File: src/rtl/zresult_writeback.sv
// ALU result writeback stage.
// Accepts one 64-bit ALU result at a time. MUL/DIV results commit to the HI/LO
// register pair; any other result has its low word driven onto the datapath bus
// under a valid/ready handshake. From idle, a move-from request drives HI or LO
// onto the same bus. Every completed writeback gives one wb_done pulse and
// advances a wrapping counter.
module zresult_writeback #(
    parameter logic [4:0]  MUL_OP = 5'b10000,
    parameter logic [4:0]  DIV_OP = 5'b01111,
    parameter int unsigned CNT_W  = 8
) (
    input  logic             clock,
    input  logic             clear,

    // ALU result input
    input  logic             in_valid,
    output logic             in_ready,
    input  logic [4:0]       opcode,
    input  logic [63:0]      z_in,

    // Move-from-HI/LO request
    input  logic             mf_req,
    input  logic             mf_sel,

    // Datapath bus
    output logic [31:0]      bus_out,
    output logic             bus_valid,
    input  logic             bus_ready,

    // Architectural state and status
    output logic [31:0]      hi_out,
    output logic [31:0]      lo_out,
    output logic             wb_done,
    output logic [CNT_W-1:0] wb_count
);

    typedef enum logic [1:0] {
        StIdle,
        StDriveZ,
        StWrHilo,
        StDriveMf
    } state_e;

    state_e           state_q, state_d;
    logic [63:0]      z_q, z_d;
    logic [4:0]       op_q, op_d;
    logic             sel_q, sel_d;
    logic [31:0]      hi_q, hi_d;
    logic [31:0]      lo_q, lo_d;
    logic             done_q, done_d;
    logic [CNT_W-1:0] cnt_q, cnt_d;

    logic             is_hilo_op;
    logic             latched_hilo_op;

    assign is_hilo_op      = (opcode == MUL_OP) || (opcode == DIV_OP);
    assign latched_hilo_op = (op_q == MUL_OP) || (op_q == DIV_OP);

    // State and datapath registers; clear abandons any in-flight result.
    always_ff @(posedge clock or posedge clear) begin
        if (clear) begin
            state_q <= StIdle;
            z_q     <= 64'd0;
            op_q    <= 5'd0;
            sel_q   <= 1'b0;
            hi_q    <= 32'd0;
            lo_q    <= 32'd0;
            done_q  <= 1'b0;
            cnt_q   <= '0;
        end else begin
            state_q <= state_d;
            z_q     <= z_d;
            op_q    <= op_d;
            sel_q   <= sel_d;
            hi_q    <= hi_d;
            lo_q    <= lo_d;
            done_q  <= done_d;
            cnt_q   <= cnt_d;
        end
    end

    // Next-state logic: acceptance, HI/LO commit, bus handshake completion.
    always_comb begin
        state_d = state_q;
        z_d     = z_q;
        op_d    = op_q;
        sel_d   = sel_q;
        hi_d    = hi_q;
        lo_d    = lo_q;
        done_d  = 1'b0;
        cnt_d   = cnt_q;

        unique case (state_q)
            StIdle: begin
                // An ALU result takes priority; mf_req is left for the requester
                // to hold until it is served.
                if (in_valid) begin
                    z_d     = z_in;
                    op_d    = opcode;
                    state_d = is_hilo_op ? StWrHilo : StDriveZ;
                end else if (mf_req) begin
                    sel_d   = mf_sel;
                    state_d = StDriveMf;
                end
            end

            StWrHilo: begin
                // Only MUL/DIV results reach here; the opcode check keeps HI/LO
                // safe should the state ever be entered spuriously.
                if (latched_hilo_op) begin
                    hi_d = z_q[63:32];
                    lo_d = z_q[31:0];
                end
                done_d  = 1'b1;
                state_d = StIdle;
            end

            StDriveZ, StDriveMf: begin
                if (bus_ready) begin
                    done_d  = 1'b1;
                    state_d = StIdle;
                end
            end

            default: begin
                state_d = StIdle;
            end
        endcase

        if (done_d) begin
            cnt_d = cnt_q + CNT_W'(1);
        end
    end

    // Bus outputs: driven only in the two bus states, zero elsewhere.
    always_comb begin
        bus_valid = 1'b0;
        bus_out   = 32'd0;
        unique case (state_q)
            StDriveZ: begin
                bus_valid = 1'b1;
                bus_out   = z_q[31:0];
            end
            StDriveMf: begin
                bus_valid = 1'b1;
                bus_out   = sel_q ? hi_q : lo_q;
            end
            default: begin
                bus_valid = 1'b0;
                bus_out   = 32'd0;
            end
        endcase
    end

    assign in_ready = (state_q == StIdle);
    assign hi_out   = hi_q;
    assign lo_out   = lo_q;
    assign wb_done  = done_q;
    assign wb_count = cnt_q;

    // A stalled bus word must not change until it is taken.
    a_bus_stable: assert property (
        @(posedge clock) disable iff (clear)
        (bus_valid && !bus_ready) |=> (bus_valid && $stable(bus_out))
    );

    // Every round trip takes at least two cycles, so wb_done never repeats
    // back to back.
    a_done_pulse: assert property (
        @(posedge clock) disable iff (clear)
        wb_done |=> !wb_done
    );

endmodule
File: config.mk
export PLATFORM = sky130hd
export DESIGN_NAME = zresult_writeback
export DESIGN_NICKNAME = d
export VERILOG_FILES = /design/src/rtl/zresult_writeback.sv
export SDC_FILE = /design/constraint.sdc
export NUM_CORES = 1
export LEC_CHECK = 0
export CAP_MARGIN = 20
export CORE_UTILIZATION = 40
export CTS_BUF_LIST = sky130_fd_sc_hd__clkbuf_16
export CTS_CLUSTER_SIZE = 28
export DETAILED_ROUTE_END_ITERATION = 16
export PLACE_DENSITY_LB_ADDON = 0.25
export SLEW_MARGIN = 20
export SYNTH_ARGS = -nofsm -noshare
export SYNTH_HDL_FRONTEND = slang
export SYNTH_SLANG_ARGS = --single-unit
File: constraint.sdc
create_clock -name clock -period 5.8 [get_ports clock]
set_clock_uncertainty 0.2 [all_clocks]
set_input_delay 0.87 -clock clock [delete_from_list [all_inputs] [get_ports clock]]
set_output_delay 0.87 -clock clock [all_outputs]
set_load 0.01 [all_outputs]
# Word level (Yosys, flattened, before mapping)
# Cells that the tools add are included.
# word_totals
reg_bits	145
in_bits	75
wordCells	37
# classes
n_addsub	1
n_eq_ne	9
muxes	10
n_bitwise	1
reduce_logical	8
# ops
operator	n
$pmux W32 S2	1
$mux W32	1
$eq A5 B4 Y1 const B	2
$eq A5 B5 Y1 const B	2
$add A8 B1 Y8 const B	1
$mux W2	4
$pmux W2 S3	1
$reduce_and A2 Y1	3
$eq A2 B2 Y1 const B	2
$ne A3 B2 Y1 const B	1
$reduce_and A3 Y1	1
$eq A2 B1 Y1 const B	1
$logic_not A2 Y1	1
$logic_or A1 B1 Y1	2
$mux W1	2
$ne A2 B1 Y1 const B	1
$pmux W1 S2	1
$reduce_or A2 Y1	1
$not A1 Y1	1

# Longest topological paths before layout
# depth
ltp_word	5
ltp_mapped	6

# Least setup slack after synthesis
# OpenSTA, ideal clock, no wires.
# synth_path
path_kind	register -> output
start	register state_q[1]
end	output port bus_out[0]
t_arrival_ps	1333
path_slack_ps	3397
stages_incl_launch_ff	5
cell_sequence	dfrtp_1 -> clkbuf_1 -> clkbuf_1 -> nor2_1 -> a211oi_1
# synth_via
elab_chain_len	2
# synth_lines
element	line_no	source
from (decl)	44	state_e state_q, state_d;
from (signal assigned)	62	state_q <= StIdle;
from (signal assigned)	71	state_q <= state_d;
$eq A2 B2 Y1 or $eq A2 B1 Y1 (tied branches)	139	unique case (state_q)
$pmux W32 S2 (*)	139	
to (decl)	26	output logic [31:0] bus_out,
# Every way passes the cells marked *; elsewhere a longest branch is shown, timed or not.

# Worst setup path after layout
# layout_path
start	register sel_q
end	output port bus_out[23]
# layout_via
elab_chain_len	2
# layout_lines
element	line_no	source
from (decl)	47	logic sel_q, sel_d;
from (signal assigned)	74	sel_q <= sel_d;
$mux W32	146	bus_out = sel_q ? hi_q : lo_q;
$pmux W32 S2	139	
# No other way between the ends.

==> insert_results.sql <==
INSERT INTO impl_metrics (metric_group, metric, value, unit) VALUES
('status', 'status', 'finished, final reports clean', ''),
('placed_design', 'dp_slack', '2481', 'ps'),
('die', 'dieArea', '16870', 'um2'),
('clock_tree', 'cts-hold-fix-buffers', '0', ''),
('critical_path', 'cpMaxStageDelayCell', 'sky130_fd_sc_hd__dfrtp_2', ''),
('power_and_ir_drop', 'peakVddDrop', '0.2964', 'mV'),
('synth', 'synthTopCellsByArea', 'sky130_fd_sc_hd__dfrtp_1 (55%), sky130_fd_sc_hd__mux2_4 (14%), sky130_fd_sc_hd__mux2_2 (12%)', ''),
('grt', 'grt_overflow_total', '0', ''),
('die', 'fp.dieW', '129.9', 'um'),
('synth', 'syn_avg_cell_area', '14.80', 'um2'),
('critical_path', 'critPathMaxFanout', '33', ''),
('synth', 'synth.yosys.warnings', '0', ''),
('timing', 'rsz_0062_raised_after_global_routing', 'false', ''),
('grt', 'grt.met3_usage', '5.248', '%'),
('synth', 'synth_top_cell_area_share', '55.46', '%'),
('synth', 'synth_seq_cells', '145', ''),
('route', 'firstDrtPassIters', '4', ''),
('die', 'fp.coreArea', '15940', 'um2'),
('cells_and_area', 'antenna_cells_inserted', '0', ''),
('clock_tree', 'numCtsBuffers', '17', ''),
('clock_tree', 'path_clk_slew', '60', 'ps'),
('critical_path', 'worst-path-stages', '3', ''),
('clock_tree', 'clock_sinks', '145', ''),
('die', 'design.portCount', '182', ''),
('cells_and_area', 'fraction_of_final_layout_cells_sized_beyond_drive_strength_1', '26.91', '%'),
('route', 'avgRoutedWirePerCell', '17.63', 'um'),
('synth', 'yosysSeqAreaShare', '55.46', '%'),
('grt', 'total_global_routing_track_utilization', '18.57', '%'),
('power_and_ir_drop', 'p_leak', '3.816', 'nW'),
('critical_path', 'timing.critical_path.max_delay_family', 'flip-flops', ''),
('route', 'viasPerCell', '5.036', ''),
('grt', 'initial_antenna_violation_count', '0', ''),
('critical_path', 'startpoint', 'sel_q', ''),
('route', 'vias', '4250', ''),
('grt', 'grtUsageMet1', '23.32', '%'),
('timing', 'timing.final.crit_period', '3742', 'ps'),
('clock_tree', 'postCtsSetupRepairBufs', '0', ''),
('run', 'max-cap-violations', '0', ''),
('grt', 'via_count_of_the_first_global_routing_pass', '4348', ''),
('timing', 'report.final.slew_viol_count', '0', ''),
('timing', 'fin_hold_ws', '288.5', 'ps'),
('critical_path', 'cp_data_required_time', '4730', 'ps'),
('hold_path', 'timing.hold.worst.class', 'flop to flop', ''),
('cells_and_area', 'multi_input_combinational_cell_area', '2673', 'um2'),
('critical_path', 'critical_path.reg2reg.endpoint', 'lo_out[20]', ''),
('route', 'route.detailed.drc', '0', ''),
('synth', 'netlist.top_cell.by_area', 'sky130_fd_sc_hd__dfrtp_1', ''),
('die', 'die_h', '129.9', 'um'),
('cells_and_area', 'layout.core_utilization', '56.47', '%'),
('cells_and_area', 'fillers', '1292', ''),
('critical_path', 'worst-path-buf-inv', '1', ''),
('route', 'drt_initial_violations', '116', ''),
('timing', 'worst_slew_slack_as_a_fraction_of_its_limit', '28.67', '%'),
('critical_path', 'critPathCapture', 'bus_out[23]', ''),
('clock_tree', 'cts_tree', 'built', ''),
('clock_tree', 'h-tree-depth', '4', ''),
('grt', 'grt_pass1_wl', '23480', 'um'),
('critical_path', 'r2r_slack', '2540', 'ps'),
('grt', 'grt_start_max_net_pins', '103', ''),
('critical_path', 'cp_data_arrival_time', '2670', 'ps'),
('cells_and_area', 'final-seq-area', '3631', 'um2'),
('die', 'row_count', '46', ''),
('clock_tree', 'clk_latency', '420', 'ps'),
('critical_path', 'timing.critical_path.from_type', 'flop', ''),
('placed_design', 'post-dp-hpwl', '9722', 'um'),
('timing', 'tightest_slew', '1070', 'ps'),
('route', 'totalWireLength', '14880', 'um'),
('timing', 'timing.final.setup_violations', '0', ''),
('critical_path', 'setup.worst_path.class', 'flop to primary output', ''),
('cells_and_area', 'nNetsFinal', '692', ''),
('clock_tree', 'ctsLongestPathBuffers', '2', '');
[layer usage]
layer / share of wire (%) / wire (um)
met5: 0 / 0
met2: 49 / 7362
met3: 5.3 / 793
met1: 44 / 6553
met4: 1.1 / 167
[sequential cells by signal, indices dropped and copies added, names as in the netlist]
name	flops
hi_out	32
lo_out	32
op_q	5
sel_q	1
state_q	2
wb_count	8
wb_done	1
z_q	64
[per-stage QoR]
| stage | cell area, um2 | total power, mW |
|---|---|---|
| 6_report | 9002 | 5.189 |
| 5_1_grt | 9002 | 5.500 |
| 3_3_place_gp | 8428 | 4.082 |
| 3_5_place_dp | 8428 | 4.147 |
| 2_1_floorplan | 6543 | 3.095 |
| 4_1_cts | 9002 | 5.255 |
[placed cells by master, fill, tap and decap left out, types with 17 or more instances in the layout]
| cell | synthesis | routed |
|---|---|---|
| sky130_fd_sc_hd__clkbuf_16 | 0 | 17 |
| sky130_fd_sc_hd__a211oi_1 | 32 | 32 |
| sky130_fd_sc_hd__mux2_2 | 72 | 72 |
| sky130_fd_sc_hd__clkdlybuf4s50_1 | 0 | 181 |
| sky130_fd_sc_hd__mux2_4 | 60 | 60 |
| sky130_fd_sc_hd__dfrtp_1 | 145 | 143 |
| sky130_fd_sc_hd__mux2i_1 | 33 | 33 |
| sky130_fd_sc_hd__nor2_1 | 34 | 34 |
[worst register-to-register path, delay by kind of cell (launching register included)]
kind / cells / cell delay, ps
multiplexers: 1 / 370
buffers and inverters: 2 / 980
AND/OR/NAND/NOR: 1 / 940
flip-flops: 1 / 650
[synth_stat cells]
library cell	instances
sky130_fd_sc_hd__dfrtp_1	145
sky130_fd_sc_hd__mux2_2	72
sky130_fd_sc_hd__mux2_4	60
sky130_fd_sc_hd__nor2_1	34
sky130_fd_sc_hd__mux2i_1	33
sky130_fd_sc_hd__a211oi_1	32
sky130_fd_sc_hd__buf_2	11
sky130_fd_sc_hd__clkbuf_1	11
sky130_fd_sc_hd__buf_12	7
sky130_fd_sc_hd__mux2_1	4
sky130_fd_sc_hd__nand2_1	4
sky130_fd_sc_hd__xnor2_1	4
sky130_fd_sc_hd__nand4_1	3
sky130_fd_sc_hd__xor2_1	3
sky130_fd_sc_hd__nand3_1	2
sky130_fd_sc_hd__a32o_1	1
sky130_fd_sc_hd__and2_1	1
sky130_fd_sc_hd__and3_1	1
sky130_fd_sc_hd__and3_2	1
sky130_fd_sc_hd__and4_1	1
sky130_fd_sc_hd__buf_1	1
sky130_fd_sc_hd__clkinv_1	1
sky130_fd_sc_hd__ha_1	1
sky130_fd_sc_hd__inv_1	1
sky130_fd_sc_hd__nand3b_1	1
sky130_fd_sc_hd__nor2b_1	1
sky130_fd_sc_hd__nor4_1	1
sky130_fd_sc_hd__o211ai_1	1
sky130_fd_sc_hd__o21ai_0	1
sky130_fd_sc_hd__o221ai_1	1
sky130_fd_sc_hd__or2_2	1
sky130_fd_sc_hd__or4_1	1
[area by class of cell]
class | count | area share [%]
Sequential cell | 145 | 40.33
Multi-Input combinational cell | 265 | 29.69
Timing Repair Buffer | 185 | 20.46
Clock buffer | 17 | 4.726
Tap cell | 216 | 3.002
Clock inverter | 14 | 1.654
Inverter | 2 | 0.1390
[cells by family after synthesis]
| kind of cell | Yosys count | share of synthesized area [%] |
|---|---|---|
| simple gates | 52 | 3.577 |
| compound gates | 36 | 4.150 |
| buf+inv | 32 | 3.786 |
| fa+ha+maj | 1 | 0.1912 |
| mux | 169 | 31.90 |
| flops | 145 | 55.46 |
| xor+xnor | 7 | 0.9371 |
[power breakdown]
group	internal (mW)	total (mW)	leakage, nW	switching (mW)
combinational	1.37	2.14	1.72	0.773
clock	0.664	1.07	0.282	0.410
sequential	1.50	1.97	1.82	0.470
total	3.54	5.19	3.82	1.65
[how the worst min path moves through the flow]
stage                      from           to  slack [ps]  cells past startpoint
finish              wb_count[6]  wb_count[6]         290                      1
global route        wb_count[7]  wb_count[7]         320                      1
CTS                 wb_count[7]  wb_count[7]         290                      1
detailed placement  wb_count[7]  wb_count[7]         280                      1
global placement    wb_count[7]  wb_count[7]         260                      1
floorplan               z_q[32]    hi_out[0]         280                      1
(Power assumes the default switching activity.)
